**config.mk**
```make
export PLATFORM = sky130hd
export DESIGN_NAME = traffic_fsm
export DESIGN_NICKNAME = d
export VERILOG_FILES = /design/src/rtl/traffic_fsm.sv
export SDC_FILE = /design/constraint.sdc
export NUM_CORES = 1
export LEC_CHECK = 0
export ABC_AREA = 1
export CAP_MARGIN = 20
export CORE_UTILIZATION = 53
export DETAILED_ROUTE_END_ITERATION = 10
export PLACE_DENSITY = 0.85
export REMOVE_ABC_BUFFERS = 1
export SETUP_SLACK_MARGIN = 0.15
export SLEW_MARGIN = 25
export SYNTH_ARGS = -nofsm -noshare
export SYNTH_HDL_FRONTEND = slang
export SYNTH_SLANG_ARGS = --single-unit
```
**constraint.sdc**
```tcl
create_clock -name clock -period 2.7 [get_ports clock]
set_input_delay 0.54 -clock clock [delete_from_list [all_inputs] [get_ports clock]]
set_output_delay 0.54 -clock clock [all_outputs]
set_load 0.1 [all_outputs]
```
**src/rtl/traffic_fsm.sv**
```systemverilog
// traffic_fsm: intersection lamp sequencer sitting in front of the countdown
// timer. Each state loads one interval into the timer and waits for its
// expired pulse before choosing the next phase.
module traffic_fsm #(
  parameter int T_BASE = 6,
  parameter int T_EXT  = 3,
  parameter int T_YEL  = 2,
  parameter int T_WALK = 3
) (
  input  logic       clock,
  input  logic       reset_sync,
  input  logic       sensor,
  input  logic       walk_request,
  input  logic       expired,
  output logic       start_timer,
  output logic [3:0] value,
  output logic [2:0] main_lights,
  output logic [2:0] side_lights,
  output logic       walk_lamp
);

  localparam logic [2:0] S_MAIN_GREEN  = 3'd0;
  localparam logic [2:0] S_MAIN_YELLOW = 3'd1;
  localparam logic [2:0] S_WALK        = 3'd2;
  localparam logic [2:0] S_SIDE_GREEN  = 3'd3;
  localparam logic [2:0] S_SIDE_EXT    = 3'd4;
  localparam logic [2:0] S_SIDE_YELLOW = 3'd5;

  localparam logic [2:0] LAMP_RED    = 3'b100;
  localparam logic [2:0] LAMP_YELLOW = 3'b010;
  localparam logic [2:0] LAMP_GREEN  = 3'b001;

  logic [2:0] state;
  logic [2:0] next_state;
  logic       walk_pending;
  logic       next_pending;
  logic       restart;
  logic       load;
  logic       fire;

  // Interval the timer is loaded with on entry to a state
  function automatic logic [3:0] interval_for(input logic [2:0] s);
    logic [3:0] v;
    v = 4'(T_BASE);
    case (s)
      S_MAIN_YELLOW, S_SIDE_YELLOW: v = 4'(T_YEL);
      S_WALK:                       v = 4'(T_WALK);
      S_SIDE_EXT:                   v = 4'(T_EXT);
      default:                      v = 4'(T_BASE);
    endcase
    return v;
  endfunction

  // Lamp pattern {main, side, walk} for a state; unknown codes show main green
  function automatic logic [6:0] lamps_for(input logic [2:0] s);
    logic [6:0] l;
    l = {LAMP_GREEN, LAMP_RED, 1'b0};
    case (s)
      S_MAIN_YELLOW: l = {LAMP_YELLOW, LAMP_RED, 1'b0};
      S_WALK:        l = {LAMP_RED, LAMP_RED, 1'b1};
      S_SIDE_GREEN:  l = {LAMP_RED, LAMP_GREEN, 1'b0};
      S_SIDE_EXT:    l = {LAMP_RED, LAMP_GREEN, 1'b0};
      S_SIDE_YELLOW: l = {LAMP_RED, LAMP_YELLOW, 1'b0};
      default:       l = {LAMP_GREEN, LAMP_RED, 1'b0};
    endcase
    return l;
  endfunction

  // An expiry only counts when the timer is not in its reload cycle
  assign fire = expired & ~start_timer;

  // Next-state choice; load marks every edge that restarts the timer
  always_comb begin
    next_state = state;
    load       = 1'b0;
    if (restart) begin
      next_state = S_MAIN_GREEN;
      load       = 1'b1;
    end else begin
      case (state)
        S_MAIN_GREEN: begin
          if (fire) begin
            load       = 1'b1;
            next_state = (sensor | walk_pending) ? S_MAIN_YELLOW : S_MAIN_GREEN;
          end
        end
        S_MAIN_YELLOW: begin
          if (fire) begin
            load       = 1'b1;
            next_state = walk_pending ? S_WALK : S_SIDE_GREEN;
          end
        end
        S_WALK: begin
          if (fire) begin
            load       = 1'b1;
            next_state = sensor ? S_SIDE_GREEN : S_MAIN_GREEN;
          end
        end
        S_SIDE_GREEN: begin
          if (fire) begin
            load       = 1'b1;
            next_state = sensor ? S_SIDE_EXT : S_SIDE_YELLOW;
          end
        end
        S_SIDE_EXT: begin
          if (fire) begin
            load       = 1'b1;
            next_state = S_SIDE_YELLOW;
          end
        end
        S_SIDE_YELLOW: begin
          if (fire) begin
            load       = 1'b1;
            next_state = S_MAIN_GREEN;
          end
        end
        default: begin
          load       = 1'b1;
          next_state = S_MAIN_GREEN;
        end
      endcase
    end
  end

  // Pedestrian request latch: entering WALK clears it, even against a new press
  always_comb begin
    next_pending = walk_pending;
    if (load && (next_state == S_WALK)) begin
      next_pending = 1'b0;
    end else if (walk_request && (state != S_WALK)) begin
      next_pending = 1'b1;
    end
  end

  // Registered state, lamps and timer load; reset shows main green at once
  always_ff @(posedge clock or posedge reset_sync) begin
    if (reset_sync) begin
      state        <= S_MAIN_GREEN;
      main_lights  <= LAMP_GREEN;
      side_lights  <= LAMP_RED;
      walk_lamp    <= 1'b0;
      start_timer  <= 1'b0;
      value        <= 4'(T_BASE);
      walk_pending <= 1'b0;
      restart      <= 1'b1;
    end else begin
      state        <= next_state;
      start_timer  <= load;
      restart      <= 1'b0;
      walk_pending <= next_pending;
      if (load) begin
        value                                <= interval_for(next_state);
        {main_lights, side_lights, walk_lamp} <= lamps_for(next_state);
      end
    end
  end

endmodule

```
[Word-level counts from Yosys, hierarchy flattened]
Index checks and enable logic that the tools add are counted.
W data, S select, Z words.
Word-level totals
  register bits after elaboration: 17
  input port bits: 5
Cells by class
  bitwise operators: 3
  reductions and logical operators: 8
  eq/ne operators: 11
  multiplexer cells: 19
Operators with widths (count)
  $pmux W7 S4: 1
  $mux W3: 7
  $pmux W3 S6: 1
  $eq A3 B2 Y1 const B: 4
  $eq A3 B3 Y1 const B: 4
  $mux W1: 8
  $eq A3 B1 Y1 const B: 2
  $pmux W3 S2: 1
  $reduce_or A2 Y1: 3
  $reduce_or A6 Y1: 1
  $logic_not A3 Y1: 1
  $ne A3 B2 Y1 const B: 1
  $logic_and A1 B1 Y1: 2
  $mux W2: 1
  $reduce_bool A2 Y1: 1
  $and A1 B1 Y1: 1
  $not A1 Y1: 1
  $or A1 B1 Y1: 1

[Depth between registers and ports, before layout]
Gate-level depths: netlist of run 1.
  depth in word-level cells: 8
  gate-level depth with buffers: 11
  gate-level depth less buffers: 11

[Worst setup path before layout of run 1]
No wires, ideal clock.
  path kind: register to register
  from: reg start_timer
  to: reg walk_pending
  data arrival time: 1.718 ns
  setup time: 0.117 ns
  cell stages (with the launch flop): 10
  data required time: 2.583 ns
  buffers on the path: 0
  path slack: 0.865 ns
  cells stage by stage: dfrtp_1 inv_2 nand2_1 nand2_1 nand2_1 nand2_2 nor2_4 nand3_1 o21ai_1 inv_1
Between the ends
  longest elaborated chain between the ends: 8
  elaborated cells between the ends (all ways): 17
  those cells by class: 1 x eq/ne; 12 x mux; 2 x bitwise; 2 x reduce/logical
RTL lines
  start: declaration: RTL line 15  | output logic start_timer,
  start signal: assignment: RTL line 148  | start_timer <= load;
  $not A1 Y1 *: RTL line 70  | assign fire = expired & ~start_timer;
  $and A1 B1 Y1 *: RTL line 70
  $mux W3, or another cell as far along: RTL line 112  | if (fire) begin
  $pmux W3 S6: RTL line 80  | case (state)
  $mux W3: RTL line 76  | if (restart) begin
  $eq A3 B2 Y1: RTL line 128  | if (load && (next_state == S_WALK)) begin
  $logic_and A1 B1 Y1 *: RTL line 128
  $mux W1 or $reduce_bool A2 Y1 (tied branches)
  end signal: assignment: RTL line 150  | walk_pending <= next_pending;
  end: declaration: RTL line 35  | logic walk_pending;
Every way passes the cells marked *; elsewhere a longest branch is shown, timed or not.
A chain may end at the register's enable or synchronous reset.

[Worst setup path after layout of run 1]
  from: in expired
  to: reg walk_pending
Between the ends
  elaborated cells between the ends (all ways): 16
  those cells by class: 1 x eq/ne; 12 x mux; 1 x bitwise; 2 x reduce/logical
RTL lines
  start: declaration: RTL line 14  | input logic expired,
  $and A1 B1 Y1 *: RTL line 70
  $mux W1 * (2 in a row)
  $mux W1 *: RTL line 76
  via load: RTL line 38  | logic load;
  $logic_and A1 B1 Y1 *: RTL line 128
  $mux W1 or $reduce_bool A2 Y1 (tied branches)
The timed path passes the listed nets; every way through them passes the cells marked *.

==> results of run 1 <==
-- logic make-up after synthesis --
family | synth area share [%]
other | 0.8945
flip-flops | 45.30
AND/OR/NAND/NOR | 35.47
AO/OA/AOI/OAI | 7.899
buffers and inverters | 10.43
-- sequential cells by signal (all words and copies together) (netlist names) --
name and flops:
walk_lamp 1, restart 1, main_lights 3, side_lights 3, state 3, start_timer 1, walk_pending 1, value 2
-- power by group through the flow --
stage / clock (mW) / combinational, mW / sequential, mW
6_report: 0.123 / 0.278 / 0.271
5_1_grt: 0.135 / 0.296 / 0.274
4_1_cts: 0.127 / 0.280 / 0.271
3_5_place_dp: 0 / 0.279 / 0.275
3_3_place_gp: 0 / 0.276 / 0.274
2_1_floorplan: 0 / 0.0933 / 0.408
-- cells in the mapped netlist --
| cell | instances |
|---|---|
| nand2_1 | 35 |
| inv_1 | 12 |
| nand3_1 | 12 |
| dfrtp_1 | 11 |
| inv_2 | 6 |
| nor2_1 | 5 |
| dfstp_2 | 4 |
| nand2_2 | 4 |
| o21ai_1 | 4 |
| o21ai_2 | 3 |
| buf_4 | 2 |
| conb_1 | 2 |
| nand4_1 | 2 |
| nor2_2 | 2 |
| nor2_4 | 2 |
| a21oi_2 | 1 |
| buf_2 | 1 |
| nand3_2 | 1 |
| nor3_1 | 1 |
| o21ai_0 | 1 |
| o22ai_1 | 1 |
-- worst min-delay path, stage by stage (launching register included) --
cell	delay, ps
dfstp_2	380
nand2_1	50
nand2_1	50
-- final cells by class --
cell class              instances  share of cell area (%)
well taps                      16                   2.033
clock buffers                   4                   2.668
flip-flops and latches         15                   38.63
multi-input cells              77                   38.12
repair buffers                 14                   11.69
inverters                      18                   6.862
-- per-layer routing --
layer / up-vias / track usage, % / share of wire, % / wire length, um
li1: 373 / - / - / -
met1: 339 / 28.45 / 46 / 744
met2: 18 / 36.25 / 51 / 824
met3: 2 / 1.304 / 2.6 / 43
met4: 0 / 10.32 / 0.74 / 12
met5: - / 0 / 0 / 0
-- through the flow --
step / power, mW / worst slack, ps / area, um^2 / hold WS (ps)
after floorplan: 0.5009 / 645.9 / 823.3 / 438.6
after global placement: 0.5497 / 415.8 / 958.4 / 461.8
after detailed placement: 0.5538 / 325.0 / 958.4 / 468.8
after CTS: 0.6771 / 607.1 / 984.7 / 483.1
after global routing: 0.7046 / 421.6 / 984.7 / 504.4
final: 0.6723 / 609.2 / 984.7 / 480.7
-- path summary, 6_finish.rpt --
kind                            start            to  slack, ps  cells after the start
max in group asynchronous  reset_sync       restart       1740                      2
min reg2reg                  value[2]      value[2]        480                      2
min                          value[2]      value[2]        480                      2
max reg2reg                  state[1]  walk_pending        860                      7
min in group asynchronous  reset_sync      value[0]        590                      2
max                           expired  walk_pending        610                      8
==> run_results.csv, run 1 <==
group,metric,value,unit
setup_path,cp.arrival,2310,ps
final_layout,synthToLayoutAreaGrowth,17.29,%
timing,finalSetupTns,0,ps
die,start_util,56.39,%
power,p_sw,301.8,uW
setup_path,crit_family,"buffers and inverters",
detailed_routing,drtIter0Drc,18,
detailed_routing,wl_per_cell,11.28,um
final_layout,final_nets,134,
synthesis,syn_area,839.6,um^2
global_routing,grt_usage,21.61,%
detailed_routing,vias,732,
setup_path,cp_cell_sequence,"clkdlybuf4s50_1, inv_1, nor2_4, nor2_1, inv_1, nand3_1, o21ai_1, inv_1",
die,chipHeight,41.80,um
power,clkPwrFrac,18.3,%
clocking,cts_buffers,3,
timing,setup_violations,0,
timing,finalMaxSlewViolations,0,
min_path,worst_hold_path_type,"reg2reg",
global_routing,grt_pass1_wl,2904,um
final_layout,final_cell_count_no_fill,144,
clocking,clock_path_buffers,2,
detailed_routing,dr.pass1.iters,4,
synthesis,seq_area_frac_synth,45.31,%
die,die_width,41.80,um
placement,dp.cells,140,
clocking,cts_tree,"built",
timing,rsz0062_at_grt,"no",
power,internal-power,370.5,uW
die,die-area,0.001747,mm^2
clocking,root_buffer,"clkbuf_4",
job,maxCapViolations,0,
final_layout,fin_util,66.13,%
power,p_per_area,682.8,mW/mm^2
timing,maxSlewHeadroom,50.23,%
global_routing,grt_pass1_vias,721,
power,ir_worst_vdd,0.0004104,V
clocking,cts_setup_buffers,0,
clocking,cts.sinks,15,
final_layout,layout_commonest_cell,"nand2_1",
final_layout,drive_above_1_share,28.13,%
final_layout,multi_input_area,375.4,um^2
detailed_routing,drc,0,
detailed_routing,finalWirelength,1625,um
timing,fin_skew,3.019,ps
synthesis,synth_top_area_cell,"dfrtp_1",
timing,fmax,478.3,MHz
final_layout,mostFrequentLayoutCells,"nand2_1, inv_1, nand3_1",
setup_path,cp-start-kind,"input pin",
synthesis,netlist_top_cells_area,"dfrtp_1, nand2_1, dfstp_2",
clocking,clk_pin_slew,80,ps
global_routing,antenna_found_initial,0,
global_routing,grt_remaining_overflow,0,
die,std_cell_rows,14,
synthesis,syn_avg_cell_area,7.496,um^2
timing,min_period,2091,ps
synthesis,yosysTopAreaCellShare,32.79,%
power,power_frac_seq,40.3,%
placement,hpwl,1270,um
placement,place.gp.congestion,0.9806,
setup_path,crit_buf_inv,4,
detailed_routing,ant_nets,0,
power,switching_share,44.89,%
final_layout,regArea,380.4,um^2
clocking,htreeDepth,1,
clocking,ctsResizeCount,0,
setup_path,critPathMaxStageDelay,590,ps
detailed_routing,vias_per_cell,5.083,
synthesis,synth_warnings,0,
clocking,clk_latency,280,ps
setup_path,cp-end-kind,"flip-flop",
synthesis,synth_cells,112,
synthesis,ys_types,21,
setup_path,worst_path_most_repeated_cell,"inv_1",
die,core,0.001489,mm^2
die,io_pins,17,
power,cellLeakagePower,0.5483,nW
timing,finalHoldViolCount,0,
clocking,hold_buffers,0,
timing,worst_pin_slew,743.8,ps
placement,port_buffers,14,
final_layout,fill_cells,135,
global_routing,grt_max_degree,16,
setup_path,cp_max_fo,13,
outcome,status,"completed",
setup_path,worst-setup-path-type,"in2reg",
timing,post-route-period-util,77.44,%
synthesis,ys_seq_elements,15,
setup_path,crit_path_top_delay_cell,"nor2_1",
setup_path,critPathRequiredTime,2920,ps
final_layout,diodes,0,
power,combinationalPowerShare,41.4,%
Note: power is estimated with default switching activity, not from simulation.
==> run 2: changes to the inputs <==
--- a/config.mk
+++ b/config.mk
@@ -7,9 +7,9 @@
 export LEC_CHECK = 0
 export ABC_AREA = 1
 export CAP_MARGIN = 20
-export CORE_UTILIZATION = 53
+export CORE_UTILIZATION = 44
 export DETAILED_ROUTE_END_ITERATION = 10
-export PLACE_DENSITY = 0.85
+export PLACE_DENSITY = 0.76
 export REMOVE_ABC_BUFFERS = 1
 export SETUP_SLACK_MARGIN = 0.15
 export SLEW_MARGIN = 25
==> constraint.sdc (replaced) <==
create_clock -name clock -period 1.8 [get_ports clock]
set_input_delay 0.36 -clock clock [delete_from_list [all_inputs] [get_ports clock]]
set_output_delay 0.36 -clock clock [all_outputs]
set_load 0.1 [all_outputs]
==> run_results.csv, run 2 (synthesis results as in run 1) <==
group,metric,value,unit
setup_path,critPathMaxStageDelay,480,ps
timing,finalMaxSlewViolations,0,
timing,finalHoldViolCount,0,
placement,port_buffers,14,
final_layout,diodes,0,
outcome,status,"completed",
final_layout,drive_above_1_share,28.68,%
detailed_routing,drc,0,
power,power,1.092,mW
setup_path,cp_cell_sequence,"clkdlybuf4s50_1, nand3_1, nand2_1, nand3_2, nor2_4, nand3_1, o21ai_1, inv_1",
setup_path,cp-start-kind,"input pin",
clocking,cts_buffers,3,
final_layout,multi_input_area,375.4,um^2
setup_path,cp.arrival,1630,ps
setup_path,cp_max_fo,4,
clocking,cts_tree,"built",
power,ir_worst_vdd,0.0006146,V
detailed_routing,finalWirelength,1644,um
timing,finalSetupTns,0,ps
setup_path,worst_path_most_repeated_cell,"nand3_1",
placement,place.gp.congestion,0.9187,
setup_path,worst-setup-path-type,"in2reg",
clocking,cts.sinks,15,
clocking,hold_buffers,0,
die,core,0.001764,mm^2
setup_path,crit_path_top_delay_cell,"clkdlybuf4s50_1",
timing,fmax,686.6,MHz
die,die-area,0.002087,mm^2
min_path,worst_hold_path_type,"in2async",
die,io_pins,17,
final_layout,mostFrequentLayoutCells,"nand2_1, inv_1, nand3_1",
clocking,ctsResizeCount,0,
clocking,clk_latency,270,ps
detailed_routing,vias_per_cell,4.662,
die,start_util,47.59,%
timing,post-route-period-util,80.92,%
die,std_cell_rows,15,
placement,hpwl,1312,um
setup_path,critPathRequiredTime,1970,ps
global_routing,grt_pass1_vias,649,
detailed_routing,ant_nets,0,
timing,min_period,1457,ps
timing,setup_violations,0,
detailed_routing,wl_per_cell,10.68,um
clocking,clk_pin_slew,80,ps
clocking,htreeDepth,1,
final_layout,regArea,380.4,um^2
clocking,cts_setup_buffers,0,
global_routing,grt_remaining_overflow,0,
timing,holdWs,414.3,ps
final_layout,synthToLayoutAreaGrowth,34.72,%
final_layout,fill_cells,148,
die,die_width,45.68,um
die,chipHeight,45.68,um
timing,fin_skew,1.566,ps
timing,maxSlewHeadroom,64.93,%
final_layout,largestRegisters,"main_lights (3), side_lights (3), state (3)",
detailed_routing,vias,718,
global_routing,grt_pass1_wl,2766,um
global_routing,grt_usage,19.01,%
clocking,root_buffer,"clkbuf_4",
final_layout,layout_commonest_cell,"nand2_1",
power,p_per_area,965.0,mW/mm^2
timing,worst_pin_slew,525.5,ps
timing,rsz0062_at_grt,"no",
job,maxCapViolations,0,
clocking,clock_path_buffers,2,
detailed_routing,drtIter0Drc,35,
final_layout,final_nets,135,
global_routing,antenna_found_initial,0,
global_routing,grt_max_degree,16,
power,cellLeakagePower,0.6006,nW
detailed_routing,dr.pass1.iters,5,
setup_path,cp-end-kind,"flip-flop",
-- run 2: final timing paths --
kind | from | endpoint | slack, ps | cells past startpoint
max | sensor | walk_pending | 340 | 8
min | reset_sync | value[0] | 410 | 2
max reg2reg | start_timer | walk_pending | 350 | 8
min reg2reg | walk_pending | walk_pending | 510 | 2
max in group asynchronous | reset_sync | main_lights[0] | 1020 | 2
min in group clock | walk_pending | walk_pending | 510 | 2
-- run 2: through the flow --
step	instances	utilization [%]	instance area, um^2	setup WS, ps
final	154	64.11	1131	343.4
after global routing	154	64.11	1131	211.8
after CTS	154	63.97	1129	246.3
after detailed placement	150	62.48	1102	-26.12
after global placement	150	62.48	1102	-20.67
after floorplan	110	-	823.3	-254.1
-- run 2: layout make-up --
type,count,share of cell area [%]
sequential,15,33.63
tap,25,2.765
timing repair buffer,15,22.12
multi-input combinational,77,33.19
inverter,18,5.973
clock buffer,4,2.323
-- run 2: report_power, final --
group	internal [mW]	leakage [nW]	switching [mW]
logic	0.160	0.402	0.331
clock network	0.0859	0.0150	0.0925
registers	0.381	0.184	0.0410
-- run 2: critical path: cells and delay by family --
kind,cells,cell delay [ps]
buf+inv,2,530
compound gates,1,100
simple gates,5,630
-- run 2: layer usage --
metal | GRT usage (%) | part of all wire [%] | routed length (um) | vias to the layer above
met2 | 32.00 | 51 | 837 | 22
met1 | 23.98 | 45 | 737 | 317
met3 | 2.381 | 3.3 | 54 | 2
met5 | 0 | 0 | 0 | -
met4 | 9.091 | 0.85 | 14 | 0
li1 | - | - | - | 377
==> run 3: changes to the inputs <==
--- a/config.mk
+++ b/config.mk
@@ -7,9 +7,9 @@
 export LEC_CHECK = 0
 export ABC_AREA = 1
 export CAP_MARGIN = 20
-export CORE_UTILIZATION = 44
+export CORE_UTILIZATION = 49
 export DETAILED_ROUTE_END_ITERATION = 10
-export PLACE_DENSITY = 0.76
+export PLACE_DENSITY = 0.8
 export REMOVE_ABC_BUFFERS = 1
 export SETUP_SLACK_MARGIN = 0.15
 export SLEW_MARGIN = 25
==> constraint.sdc (replaced) <==
create_clock -name clock -period 1.49 [get_ports clock]
set_input_delay 0.298 -clock clock [delete_from_list [all_inputs] [get_ports clock]]
set_output_delay 0.298 -clock clock [all_outputs]
set_load 0.1 [all_outputs]
==> run_results.csv, run 3 (synthesis results as in run 1) <==
group,metric,value,unit
timing,post-route-period-util,104.4,%
placement,port_buffers,14,
final_layout,synthToLayoutAreaGrowth,65.13,%
detailed_routing,ant_nets,0,
detailed_routing,vias,922,
detailed_routing,dr.pass1.iters,10,
final_layout,stdcell_area,0.001386,mm^2
placement,place_area,0.001106,mm^2
die,die-area,0.001883,mm^2
timing,setup_violations,8,
power,cellLeakagePower,0.6936,nW
power,internal-power,807.6,uW
outcome,violations,"DRC, setup timing",
placement,hpwl,1334,um
final_layout,final_cell_count_no_fill,157,
final_layout,fin_util,88.92,%
global_routing,grt_pass1_vias,908,
outcome,status,"finished with violations",
timing,min_period,1555,ps
detailed_routing,drc,1,
clocking,clk_pin_slew,90,ps
timing,rsz0062_at_grt,"yes",
final_layout,drive_above_1_share,58.87,%
setup_path,cp_max_fo,6,
die,io_pins,17,
detailed_routing,finalWirelength,2882,um
job,maxCapViolations,0,
final_layout,layout_commonest_cell,"nand2_1",
die,start_util,53.85,%
die,chipHeight,43.39,um
timing,fmax,643.0,MHz
timing,finalHoldViolCount,0,
placement,dp.cells,143,
detailed_routing,drtIter0Drc,50,
die,std_cell_rows,14,
clocking,cts.sinks,15,
clocking,clk_latency,280,ps
power,ir_worst_vdd,0.0008137,V
power,clkPwrFrac,15.5,%
clocking,htreeDepth,1,
placement,place_ws,-288.5,ps
power,p_sw,666.6,uW
timing,finalMaxSlewViolations,0,
min_path,worst_hold_path_type,"in2async",
die,die_width,43.39,um
final_layout,diodes,0,
global_routing,grt_max_degree,16,
detailed_routing,vias_per_cell,5.873,
clocking,cts_buffers,3,
global_routing,grt_usage,32.12,%
placement,place.gp.congestion,0.9105,
setup_path,cp.arrival,1730,ps
clocking,clock_path_buffers,2,
timing,layout_setup_ws,-65.16,ps
power,power_frac_seq,35.2,%
setup_path,cp-end-kind,"flip-flop",
setup_path,critPathRequiredTime,1670,ps
final_layout,final_nets,147,
power,switching_share,45.22,%
timing,fin_skew,6.947,ps
final_layout,largestRegisters,"main_lights (3), side_lights (3), state (3)",
detailed_routing,wl_per_cell,18.36,um
power,p_per_area,1063,mW/mm^2
setup_path,worst-setup-path-type,"reg2reg",
clocking,cts_tree,"built",
power,combinationalPowerShare,49.3,%
die,core,0.001559,mm^2
global_routing,antenna_found_initial,0,
global_routing,grt_remaining_overflow,0,
power,power,1.474,mW
global_routing,grt_pass1_wl,4271,um
clocking,root_buffer,"clkbuf_4",
setup_path,cp-start-kind,"flip-flop",
final_layout,mostFrequentLayoutCells,"nand2_1, nand2_2, buf_4",
[run 3: changes by cell type in the layout (fill, tap and decap cells not counted), moves of 3 or more]
| cell | previous run | this run |
|---|---|---|
| nand3_2 | 1 | 7 |
| buf_4 | 1 | 11 |
| inv_4 | 0 | 3 |
| nand3_1 | 12 | 4 |
| dfrtp_2 | 0 | 4 |
| nor2_1 | 5 | 2 |
| dfrtp_1 | 11 | 7 |
| nand2_1 | 35 | 23 |
| nor2_4 | 2 | 6 |
| nand2_2 | 4 | 14 |
[run 3: final timing paths]
check                      startpoint        endpoint  slack [ps]  depth (start not counted)
min in group clock           value[2]        value[2]         500                          2
hold / removal             reset_sync       walk_lamp         310                          3
setup / recovery             state[2]    walk_pending         -70                          8
setup reg to reg             state[2]    walk_pending         -70                          8
hold reg to reg              value[2]        value[2]         500                          2
max in group asynchronous  reset_sync  main_lights[0]         930                          3
[run 3: power by group through the flow]
stage	Sequential [mW]	Clock (mW)	Combinational [mW]
floorplan	0.739	0	0.169
global placement	0.516	0	0.592
detailed placement	0.517	0	0.600
CTS	0.513	0.231	0.648
global route	0.523	0.254	0.750
finish	0.519	0.228	0.726
[run 3: final cells by class]
cell class	instances	area, um^2
clock buffers	4	26.28
fillers	78	172.7
inverters	18	75.07
multi-input cells	77	539.3
flip-flops and latches	15	385.4
well taps	16	20.02
repair buffers	27	340.3
[run 3: metal layers]
| metal | routed length (um) | part of all wire, % | track usage, % |
|---|---|---|---|
| met1 | 1021 | 35 | 34.82 |
| met2 | 1472 | 51 | 53.33 |
| met3 | 194 | 6.7 | 7.917 |
| met4 | 193 | 6.7 | 25.62 |
| met5 | 0 | 0 | 0 |
[run 3: what timing repair did]
item / CTS / global route
hold buffers: 0 / 0
setup endpoints to repair: 10 / 16
pin swaps: 20 / 9
setup buffers: 7 / 3
resized for setup: 27 / 26
[run 3: metrics by stage]
step	hold WS, ps	setup TNS, ps
2_1_floorplan	196.6	-5440
3_3_place_gp	476.9	-2074
3_5_place_dp	480.9	-2532
4_1_cts	320.5	0
5_1_grt	347.6	-694.3
6_report	311.5	-268.6
[run 3: worst max-delay path: stages (launching register included)]
cell     delay [ps]
dfrtp_2         490
inv_4           110
nand2_2         100
o21ai_4         240
nor2_4           80
nor2_4          170
nand3_2         100
o21ai_1         100
inv_1            50
